## src/rtl/icu_sequencer_pkg.sv

```systemverilog
// Shared ICU opcode and sequencer state definitions.
// Optional call stack selected by ICU_CALL_STACK_EN (see icu_sequencer).
package instructions;

  localparam int unsigned OPCODE_W = 4;

  typedef enum logic [OPCODE_W-1:0] {
    NOPO = 4'h0, LD   = 4'h1, LDC  = 4'h2, AND  = 4'h3,
    ANDC = 4'h4, OR   = 4'h5, ORC  = 4'h6, XNOR = 4'h7,
    STO  = 4'h8, STOC = 4'h9, IEN  = 4'hA, OEN  = 4'hB,
    JMP  = 4'hC, RTN  = 4'hD, SKZ  = 4'hE, NOPF = 4'hF
  } instruction_t;

  typedef enum logic [2:0] {
    S_IDLE, S_FETCH, S_MEM, S_REQ, S_DROP, S_EXEC
  } seq_state_t;

endpackage

```

## src/rtl/icu_sequencer_call_stack.sv

```systemverilog
// Return-address LIFO for the ICU sequencer, built only when ICU_CALL_STACK_EN is defined.
// Pushes when full and pops when empty are ignored; the caller flags them.
module icu_call_stack #(
  parameter int unsigned DEPTH = 4,
  parameter int unsigned WIDTH = 8
) (
  input  logic             clk,
  input  logic             rst,
  input  logic             i_push,
  input  logic             i_pop,
  input  logic [WIDTH-1:0] i_data,
  output logic [WIDTH-1:0] o_top,
  output logic             o_full,
  output logic             o_empty
);

  localparam int unsigned CNT_W = $clog2(DEPTH + 1);

  // Entry 0 is always the top of stack, so no count-indexed read is needed.
  logic [DEPTH*WIDTH-1:0] r_mem;
  logic [CNT_W-1:0]       r_count;

  assign o_empty = (r_count == '0);
  assign o_full  = (r_count == CNT_W'(DEPTH));
  assign o_top   = r_mem[WIDTH-1:0];

  always_ff @(posedge clk or posedge rst) begin
    if (rst) begin
      r_count <= '0;
    end else if (i_push && !o_full) begin
      r_count <= r_count + CNT_W'(1);
    end else if (i_pop && !o_empty) begin
      r_count <= r_count - CNT_W'(1);
    end
  end

  always_ff @(posedge clk) begin
    if (i_push && !o_full) begin
      r_mem <= {r_mem[(DEPTH-1)*WIDTH-1:0], i_data};
    end else if (i_pop && !o_empty) begin
      r_mem <= {{WIDTH{1'b0}}, r_mem[DEPTH*WIDTH-1:WIDTH]};
    end
  end

endmodule

```

## src/rtl/icu_sequencer.sv

```systemverilog
// Program sequencer for the ICU 1-bit core: ROM fetch, 4-phase req/ack, next-pc.
// Define ICU_CALL_STACK_EN to build the NOPF+JMP call / RTN return stack.
module icu_sequencer
  import instructions::*;
#(
  parameter int unsigned ADDR_W      = 8,
  parameter int unsigned STACK_DEPTH = 4
) (
  input  logic                       clk,
  input  logic                       rst,
  input  logic                       run,
  output logic                       prog_en,
  output logic [ADDR_W-1:0]          prog_addr,
  input  logic [OPCODE_W+ADDR_W-1:0] prog_data,
  output logic                       icu_req,
  input  logic                       icu_ack,
  output logic [OPCODE_W-1:0]        icu_instruction,
  output logic [ADDR_W-1:0]          io_addr,
  input  logic                       icu_jmp,
  input  logic                       icu_rtn,
  input  logic                       icu_flag_o,
  input  logic                       icu_flag_f,
  output logic                       halted,
  output logic                       stack_err
);

  seq_state_t         r_state, w_next_state;
  logic [ADDR_W-1:0]  r_pc, w_pc_next, w_pc_inc;
  instruction_t       r_ir_op;
  logic [ADDR_W-1:0]  r_ir_operand;
  logic               r_req;
  logic               r_run_q, r_run_qq;
  logic               r_ack_meta, r_ack_sync;
  logic               w_run_rise;

`ifdef ICU_CALL_STACK_EN
  logic               r_call_pending, r_stack_err;
  logic               w_push, w_pop, w_stack_full, w_stack_empty;
  logic [ADDR_W-1:0]  w_stack_top;
`endif

  // Run history resets high so a level held through reset is not taken as an edge.
  assign w_run_rise = r_run_q & ~r_run_qq;
  assign w_pc_inc   = r_pc + ADDR_W'(1);

  always_comb begin
    w_next_state = r_state;
    w_pc_next    = r_pc;
`ifdef ICU_CALL_STACK_EN
    w_push       = 1'b0;
    w_pop        = 1'b0;
`endif
    case (r_state)
      S_IDLE:  if (w_run_rise) w_next_state = S_FETCH;
      S_FETCH: w_next_state = S_MEM;
      S_MEM:   w_next_state = S_REQ;
      S_REQ:   if (r_ack_sync) w_next_state = S_DROP;
      S_DROP:  if (!r_ack_sync) w_next_state = S_EXEC;
      S_EXEC: begin
        if (icu_jmp) begin
          w_pc_next = r_ir_operand;
`ifdef ICU_CALL_STACK_EN
          w_push    = r_call_pending;
`endif
        end else if (icu_rtn) begin
`ifdef ICU_CALL_STACK_EN
          w_pop     = 1'b1;
          w_pc_next = w_stack_empty ? w_pc_inc : w_stack_top;
`else
          w_pc_next = w_pc_inc;
`endif
        end else begin
          w_pc_next = w_pc_inc;
        end
        w_next_state = (icu_flag_o || !r_run_q) ? S_IDLE : S_FETCH;
      end
      default: w_next_state = S_IDLE;
    endcase
  end

  always_ff @(posedge clk or posedge rst) begin
    if (rst) begin
      r_state      <= S_IDLE;
      r_pc         <= '0;
      r_req        <= 1'b0;
      r_ir_op      <= NOPO;
      r_ir_operand <= '0;
      r_run_q      <= 1'b1;
      r_run_qq     <= 1'b1;
      r_ack_meta   <= 1'b0;
      r_ack_sync   <= 1'b0;
    end else begin
      r_state    <= w_next_state;
      r_pc       <= w_pc_next;
      // Request is a flop driven from next state, so it changes with the state register.
      r_req      <= (w_next_state == S_REQ);
      r_run_q    <= run;
      r_run_qq   <= r_run_q;
      r_ack_meta <= icu_ack;
      r_ack_sync <= r_ack_meta;
      if (r_state == S_MEM) begin
        r_ir_op      <= instruction_t'(prog_data[OPCODE_W+ADDR_W-1:ADDR_W]);
        r_ir_operand <= prog_data[ADDR_W-1:0];
      end
    end
  end

  assign prog_en         = (r_state == S_FETCH);
  assign prog_addr       = r_pc;
  assign icu_req         = r_req;
  assign icu_instruction = r_ir_op;
  assign io_addr         = r_ir_operand;
  assign halted          = (r_state == S_IDLE);

`ifdef ICU_CALL_STACK_EN
  always_ff @(posedge clk or posedge rst) begin
    if (rst) begin
      r_call_pending <= 1'b0;
      r_stack_err    <= 1'b0;
    end else if (r_state == S_EXEC) begin
      r_call_pending <= icu_flag_f;
      if ((w_push && w_stack_full) || (w_pop && w_stack_empty)) begin
        r_stack_err <= 1'b1;
      end
    end
  end

  assign stack_err = r_stack_err;

  icu_call_stack #(
    .DEPTH (STACK_DEPTH),
    .WIDTH (ADDR_W)
  ) u_call_stack (
    .clk     (clk),
    .rst     (rst),
    .i_push  (w_push),
    .i_pop   (w_pop),
    .i_data  (r_pc),
    .o_top   (w_stack_top),
    .o_full  (w_stack_full),
    .o_empty (w_stack_empty)
  );
`else
  logic w_unused_nostack;
  assign w_unused_nostack = icu_flag_f | (STACK_DEPTH == 0);
  assign stack_err        = 1'b0;
`endif

endmodule
```

## config.mk

```make
export PLATFORM = sky130hd
export DESIGN_NAME = icu_sequencer
export DESIGN_NICKNAME = d
export VERILOG_FILES = /design/src/rtl/icu_sequencer_pkg.sv /design/src/rtl/icu_sequencer_call_stack.sv /design/src/rtl/icu_sequencer.sv
export SDC_FILE = /design/constraint.sdc
export NUM_CORES = 1
export LEC_CHECK = 0
export ABC_AREA = 1
export CORE_UTILIZATION = 48
export DETAILED_ROUTE_END_ITERATION = 16
export GPL_TIMING_DRIVEN = 1
export PLACE_DENSITY_LB_ADDON = 0.12
export SYNTH_ARGS = -nofsm -noshare
export SYNTH_HDL_FRONTEND = slang
export SYNTH_HIERARCHICAL = 1
export SYNTH_SLANG_ARGS = --single-unit
```

## constraint.sdc

```tcl
create_clock -name clk -period 2.31 [get_ports clk]
set_input_delay 0.231 -clock clk [delete_from_list [all_inputs] [get_ports clk]]
set_output_delay 0.231 -clock clk [all_outputs]
set_load 0.02 [all_outputs]
```

* Word-level counts from Yosys, hierarchy flattened
Cells that the tools add are included.
Word-level totals: register bits after elaboration 28, input port bits 20, word-level logic and storage cells 27, output and inout port bits 24
Operators by class: bitwise operators 2, add/sub/neg operators 1, reductions and logical operators 3, equal/unequal tests 6, muxes and demuxes 6
Operators by type and width (number):
- $pmux 3 s6 | 1
- $eq 3x2->1 const B | 3
- $mux 3 | 3
- $add 8x1->8 const B | 1
- $mux 8 | 1
- $eq 3x3->1 const B | 2
- $eq 3x1->1 const B | 1
- $logic_not 3->1 | 1
- $and 1x1->1 | 1
- $logic_not 1->1 | 1
- $logic_or 1x1->1 | 1
- $mux 1 | 1
- $not 1->1 | 1

* Logic depth before layout (Yosys ltp)
Gate-level depths: netlist of run 1.
depth in word-level cells 5, gate-level depth with buffers 7, depth with buffers taken out 7

* Worst setup path before layout of run 1
No wires, ideal clock.
path kind register to register, start register r_pc[0] (netlist: prog_addr[0]), end register r_pc[4] (netlist: prog_addr[4]), clock period less this slack 1.241 ns, setup time 0.117 ns, path buffers 0, required time 2.193 ns, cell stages (with the launch flop) 7, path slack 1.069 ns, arrival time 1.124 ns, path through dfrtp_1 ha_1 nand3_1 nand2_1 a21o_1 o21ai_1 inv_1
On the way: word-level cells in the longest chain between the ends 2
Ends and longest elaborated chain:
- start, declared | line icu_sequencer.sv:28 | logic [ADDR_W-1:0] r_pc, w_pc_next, w_pc_inc;
- start signal, assigned | line icu_sequencer.sv:94 | r_pc <= w_pc_next;
- $add 8x1->8 | line icu_sequencer.sv:44 | assign w_pc_inc = r_pc + ADDR_W'(1);
- $mux 8 | line icu_sequencer.sv:60 | if (icu_jmp) begin
Every way passes these cells. A chain may end at the register's enable or synchronous reset.

* Final worst setup path of run 1
start register r_state[0], end output port halted
On the way: word-level cells in the longest chain between the ends 1
Ends and longest elaborated chain:
- start, declared | line icu_sequencer.sv:27 | seq_state_t r_state, w_next_state;
- start signal, assigned | line icu_sequencer.sv:93 | r_state <= w_next_state;
- $logic_not 3->1 | line icu_sequencer.sv:113 | assign halted = (r_state == S_IDLE);
- end, declared | line icu_sequencer.sv:23 | output logic halted,
Every way passes these cells.

==> run_results.csv, run 1 <==
group,metric,value,unit
yosys,seq_area_frac_synth,53.1,%
timing,fin_setup_tns,0,ns
die,core_area,2540,sq um
drt,num_vias,1185,
timing,rsz0062_at_grt,"false",
timing,fin_worst_skew,0.00618,ns
layout,nets,225,
die,dieWidth,54.5,microns
die,die_area,2970,sq um
die,placementRows,18,
yosys,avgSynthCellArea,8.18,sq um
drt,wire_per_inst,11.6,microns
yosys,ys_top_cells_by_area,"dfrtp_1 (49%), nand2_1 (13%), nand3_1 (6.8%)",
worst_setup_path,required,2.08,ns
worst_setup_path,critical_path_class,"flop to output pin",
worst_setup_path,endpoint_kind,"output pin",
worst_setup_path,crit_chain,"inv_1 -> buf_4 -> nand3_1 -> inv_1 -> clkdlybuf4s50_1",
clock_network,root_buffer,"clkbuf_4",
drt,ant_nets,0,
worst_setup_path,crit_path_start_kind,"flop",
clock_network,cts_resized,0,
drt,drc,0,
worst_setup_path,crit_path_frequent_cell,"inv_1",
yosys,synthFlopType,"dfrtp_1",
worst_setup_path,cp.arrival,1.80,ns
clock_network,cts_tree,"yes",
power,irDropWorstVdd,0.831,mV
global_route,antenna_found_initial,0,
timing,fmax,493,MHz
timing,period_minus_slack,2.03,ns
power,leakage,0.868,nW
min_path,min-delay-path-class,"primary input to asynchronous set/reset pin",
timing,slew_viol_final,0,
power,p_per_area,1390,nW/um^2
clock_network,cts_made_buffers,3,
drt,firstDrtPassIters,5,
drt,drt-initial-drc-count,26,
yosys,ys_ff_latch,28,
worst_setup_path,slowest_stage,"clkdlybuf4s50_1",
run_status,status,"completed",
timing,fin_crit_sh,87.7,%
yosys,netlist_area,1330,sq um
placement,port_buffers,40,
yosys,synth_top_area_cell,"dfrtp_1",
placement,hpwl,2.04,mm
layout,insertedDiodeCount,0,
clock_network,clk_path_buf_depth,2,
global_route,grt_pass1_vias,1106,
yosys,yosysMostFrequentCell,"nand2_1",
clock_network,htree_levels,1,
layout,area_growth,34.4,%
yosys,synthTopCellsByCount,"nand2_1 (47), dfrtp_1 (26), nand3_1 (18)",
timing,setup_viol,0,
layout,instances_no_fill,233,
global_route,grt_pass1_wl,4.51,mm
power,total_power,2.48,mW
die,num_io_pins,44,
die,initial_core_util,52.1,%
drt,vias_per_cell,5.09,
yosys,yosys.area.top_type_share,49.1,%
clock_network,post-cts-setup-buffers,0,
yosys,ys_warn_count,6,
die,fp.dieH,54.5,microns
worst_setup_path,cpPeakStageDelay,0.59,ns
yosys,synthArstFlopShare,100,%
placement,place.gp.congestion,0.795,
yosys,ys_types,25,
clock_network,insertion_delay,0.32,ns
yosys,synthCells,162,
clock_network,cts_hold_buffers,0,
global_route,grtUsageTotal,21.7,%
timing,hold_viol_final,0,
drt,drt_wl_total,2.70,mm
flow_run,cap_violations,0,
placement,placed_area,1740,sq um
global_route,grt_remaining_overflow,0,
worst_setup_path,worstPathMaxFanout,12,
yosys,synth_nets,183,
yosys,synth_edf_count,0,
placement,dp_cells,229,
clock_network,cts_sinks,28,
global_route,grt_max_degree,29,
clock_network,path_clk_slew,0.15,ns
layout,drive_above_1_share,9.85,%
layout,fin_area,1780,sq um
logic make-up after synthesis:
| kind of cell | after synthesis | synth area share (%) |
|---|---|---|
| and+or+nand+nor | 85 | 27.1 |
| DFF | 28 | 53.1 |
| buffers and inverters | 25 | 8.50 |
| AOI/OAI and AO/OA | 22 | 10.1 |
| adders and majority gates | 1 | 0.944 |
| other | 1 | 0.283 |
per-stage QoR:
step	setup WS [ns]	hold slack, ns	util, %
after floorplan	1.07	0.235	-
after global placement	0.664	0.334	68.5
after detailed placement	0.657	0.337	68.5
after CTS	0.258	0.271	70.0
after global routing	0.195	0.277	70.0
final	0.283	0.264	70.0
power breakdown:
| group | switching, mW | internal [mW] | total, mW | leakage, nW |
|---|---|---|---|---|
| logic | 0.747 | 0.591 | 1.34 | 0.513 |
| clock network | 0.139 | 0.0964 | 0.235 | 0.0210 |
| registers | 0.198 | 0.704 | 0.902 | 0.334 |
routing by layer:
layer  up-vias  track usage (%)  wire length (microns)
li1        592                -                      -
met1       555             26.4                   1170
met2        32             36.4                   1390
met3         6             3.06                     91
met4         0             12.4                     53
met5         -                0                      0
critical path, delay by kind of cell (launching register included):
kind	cells	cell delay, ns
AND/OR/NAND/NOR	1	0.12
buffers and inverters	4	0.90
flip-flops	1	0.46
layout by cell type, fill, tap and decap left out, drive strengths merged:
cell type / Yosys / final
o21ai: 10 / 10
a21oi: 7 / 7
ha: 1 / 1
conb: 1 / 1
nor3: 1 / 1
nand3: 19 / 19
o22ai: 1 / 1
dfrtp: 26 / 26
nand2: 48 / 48
inv: 19 / 19
clkbuf: 0 / 4
o21a: 1 / 1
o31ai: 2 / 2
dfstp: 2 / 2
nor2: 17 / 17
buf: 6 / 3
clkdlybuf4s50: 0 / 40
a21o: 1 / 1
path summary, 6_finish.rpt:
kind / startpoint / endpoint / slack [ns] / cells after the start
max: r_state[0]$_DFF_PP0_ / halted / 0.28 / 5
min: rst / icu_instruction[0]$_DFFE_PP0P_ / 0.26 / 3
max reg2reg: r_state[2]$_DFF_PP0_ / prog_addr[3]$_DFFE_PP0N_ / 1.02 / 5
min reg2reg: r_ack_meta$_DFF_PP0_ / r_ack_sync$_DFF_PP0_ / 0.37 / 0
max in group asynchronous: rst / r_run_qq$_DFF_PP1_ / 1.75 / 3
min in group clk: run / r_run_q$_DFF_PP1_ / 0.30 / 1
flip-flops by register name, summed over array words and instances, names as in the netlist:
register,flops
r_run_q,1
r_ack_sync,1
prog_addr,8
r_state,3
io_addr,8
r_ack_meta,1
icu_req,1
icu_instruction,4
r_run_qq,1
layout make-up:
class / instances / area [sq um]
multi-input cells: 109 / 509
flip-flops and latches: 28 / 703
fillers: 207 / 764
well taps: 30 / 37.5
inverters: 19 / 71.3
repair buffers: 43 / 423
clock buffers: 4 / 36.3
(Power assumes the default switching activity.)
==> run 2, diff against run 1 <==
--- a/config.mk
+++ b/config.mk
@@ -6,7 +6,9 @@
 export NUM_CORES = 1
 export LEC_CHECK = 0
 export ABC_AREA = 1
+export CORE_ASPECT_RATIO = 1.5
 export CORE_UTILIZATION = 48
+export CTS_CLUSTER_SIZE = 20
 export DETAILED_ROUTE_END_ITERATION = 16
 export GPL_TIMING_DRIVEN = 1
 export PLACE_DENSITY_LB_ADDON = 0.12
==> run_results.csv, run 2 (synthesized netlist as in run 1, its figures left out) <==
group,metric,value,unit
timing,hold_viol_final,0,
timing,fmax,534,MHz
placement,place.gp.congestion,0.816,
global_route,antenna_found_initial,0,
layout,area_growth,35.1,%
timing,setup_viol,0,
clock_network,insertion_delay,0.27,ns
worst_setup_path,crit_path_end,"halted",
worst_setup_path,endpoint_kind,"output pin",
global_route,grt_pass1_vias,1089,
layout,drive_above_1_share,8.91,%
worst_setup_path,rr_worst_depth,4,
timing,fin_setup_tns,0,ns
global_route,grt_pass1_wl,4.70,mm
drt,num_vias,1188,
power,irDropWorstVdd,0.691,mV
global_route,grt_max_degree,29,
timing,period_minus_slack,1.87,ns
min_path,min-delay-path-class,"primary input to asynchronous set/reset pin",
flow_run,cap_violations,0,
worst_setup_path,crit_path_start_kind,"flop",
clock_network,post-cts-setup-buffers,0,
die,num_io_pins,44,
worst_setup_path,critical_path_class,"flop to output pin",
drt,wire_per_inst,12.0,microns
clock_network,clk_path_buf_depth,2,
clock_network,cts_hold_buffers,0,
placement,dp_cells,235,
clock_network,root_buffer,"clkbuf_8",
clock_network,htree_levels,1,
clock_network,cts_resized,0,
clock_network,path_clk_slew,0.09,ns
layout,nets,224,
timing,holdWs,0.325,ns
drt,firstDrtPassIters,4,
power,p_per_area,1400,nW/um^2
layout,final_common_cell,"nand2_1",
die,die_area,2980,sq um
layout,postLayoutCoreUtil,67.6,%
die,fp.dieH,66.3,microns
layout,instances_no_fill,239,
worst_setup_path,required,2.08,ns
die,initial_core_util,50.0,%
worst_setup_path,worstPathMaxFanout,6,
drt,drt-initial-drc-count,44,
worst_setup_path,worstReg2RegStart,"r_state[2]$_DFF_PP0_",
run_status,status,"completed",
timing,rsz0062_at_grt,"false",
worst_setup_path,cp.arrival,1.64,ns
drt,drc,0,
layout,fin_area,1790,sq um
placement,hpwl,2.19,mm
clock_network,cts_sinks,28,
die,placementRows,23,
power,leakage,0.865,nW
clock_network,cts_made_buffers,3,
timing,fin_crit_sh,81.0,%
timing,slew_viol_final,0,
die,core_area,2650,sq um
worst_setup_path,rrSetupSlack,0.80,ns
die,dieWidth,44.9,microns
timing,fin_worst_skew,0.00569,ns
clock_network,cts_tree,"yes",
worst_setup_path,critPathLaunch,"r_state[2]$_DFF_PP0_",
layout,insertedDiodeCount,0,
layout,final_cell_mix,"nand2_1 (47), clkdlybuf4s50_1 (40), dfrtp_1 (26), nand3_1 (18), inv_1 (16)",
placement,port_buffers,40,
drt,ant_nets,0,
placement,placed_area,1750,sq um
global_route,grtUsageTotal,21.9,%
drt,drt_wl_total,2.87,mm
worst_setup_path,timing.rr.end,"io_addr[7]$_DFFE_PP0P_",
drt,vias_per_cell,4.97,
global_route,grt_remaining_overflow,0,
run 2: final cells by class:
type,instances,area (sq um)
inverters,19,71.3
flip-flops and latches,28,703
repair buffers,42,415
multi-input cells,109,509
well taps,37,46.3
clock buffers,4,45.0
fillers,230,857
run 2: worst min-delay path by stage:
| stage | startpoint | endpoint | slack (ns) | cells past startpoint |
|---|---|---|---|---|
| after floorplan | run | r_run_q$_DFF_PP1_ | 0.24 | 0 |
| after CTS | rst | icu_instruction[3]$_DFFE_PP0P_ | 0.35 | 3 |
| final | rst | icu_instruction[3]$_DFFE_PP0P_ | 0.33 | 3 |
| after global placement | r_ack_meta$_DFF_PP0_ | r_ack_sync$_DFF_PP0_ | 0.34 | 0 |
| after global routing | rst | icu_instruction[3]$_DFFE_PP0P_ | 0.36 | 3 |
| after detailed placement | r_ack_meta$_DFF_PP0_ | r_ack_sync$_DFF_PP0_ | 0.34 | 0 |
run 2: per-layer routing:
layer | up-vias | wire length [microns] | track usage (%)
li1 | 589 | - | -
met1 | 568 | 1170 | 25.2
met2 | 27 | 1590 | 39.5
met3 | 4 | 80 | 2.46
met4 | 0 | 37 | 9.09
met5 | - | 0 | 0
run 2: power breakdown:
part           internal [mW]  leakage, nW  switching [mW]
registers              0.705        0.334           0.198
clock network          0.124       0.0228           0.146
logic                  0.577        0.508           0.753
run 2: critical path, stage by stage (launching register included):
cell and delay, ns:
dfrtp_1 0.47, inv_2 0.11, nand3_1 0.11, inv_1 0.07, clkdlybuf4s50_1 0.60
run 2: per-stage QoR:
step           power, mW  worst slack [ns]
2_1_floorplan       1.69              1.07
3_3_place_gp        2.20             0.755
3_5_place_dp        2.25             0.696
4_1_cts             2.53             0.426
5_1_grt             2.68             0.348
6_report            2.50             0.439
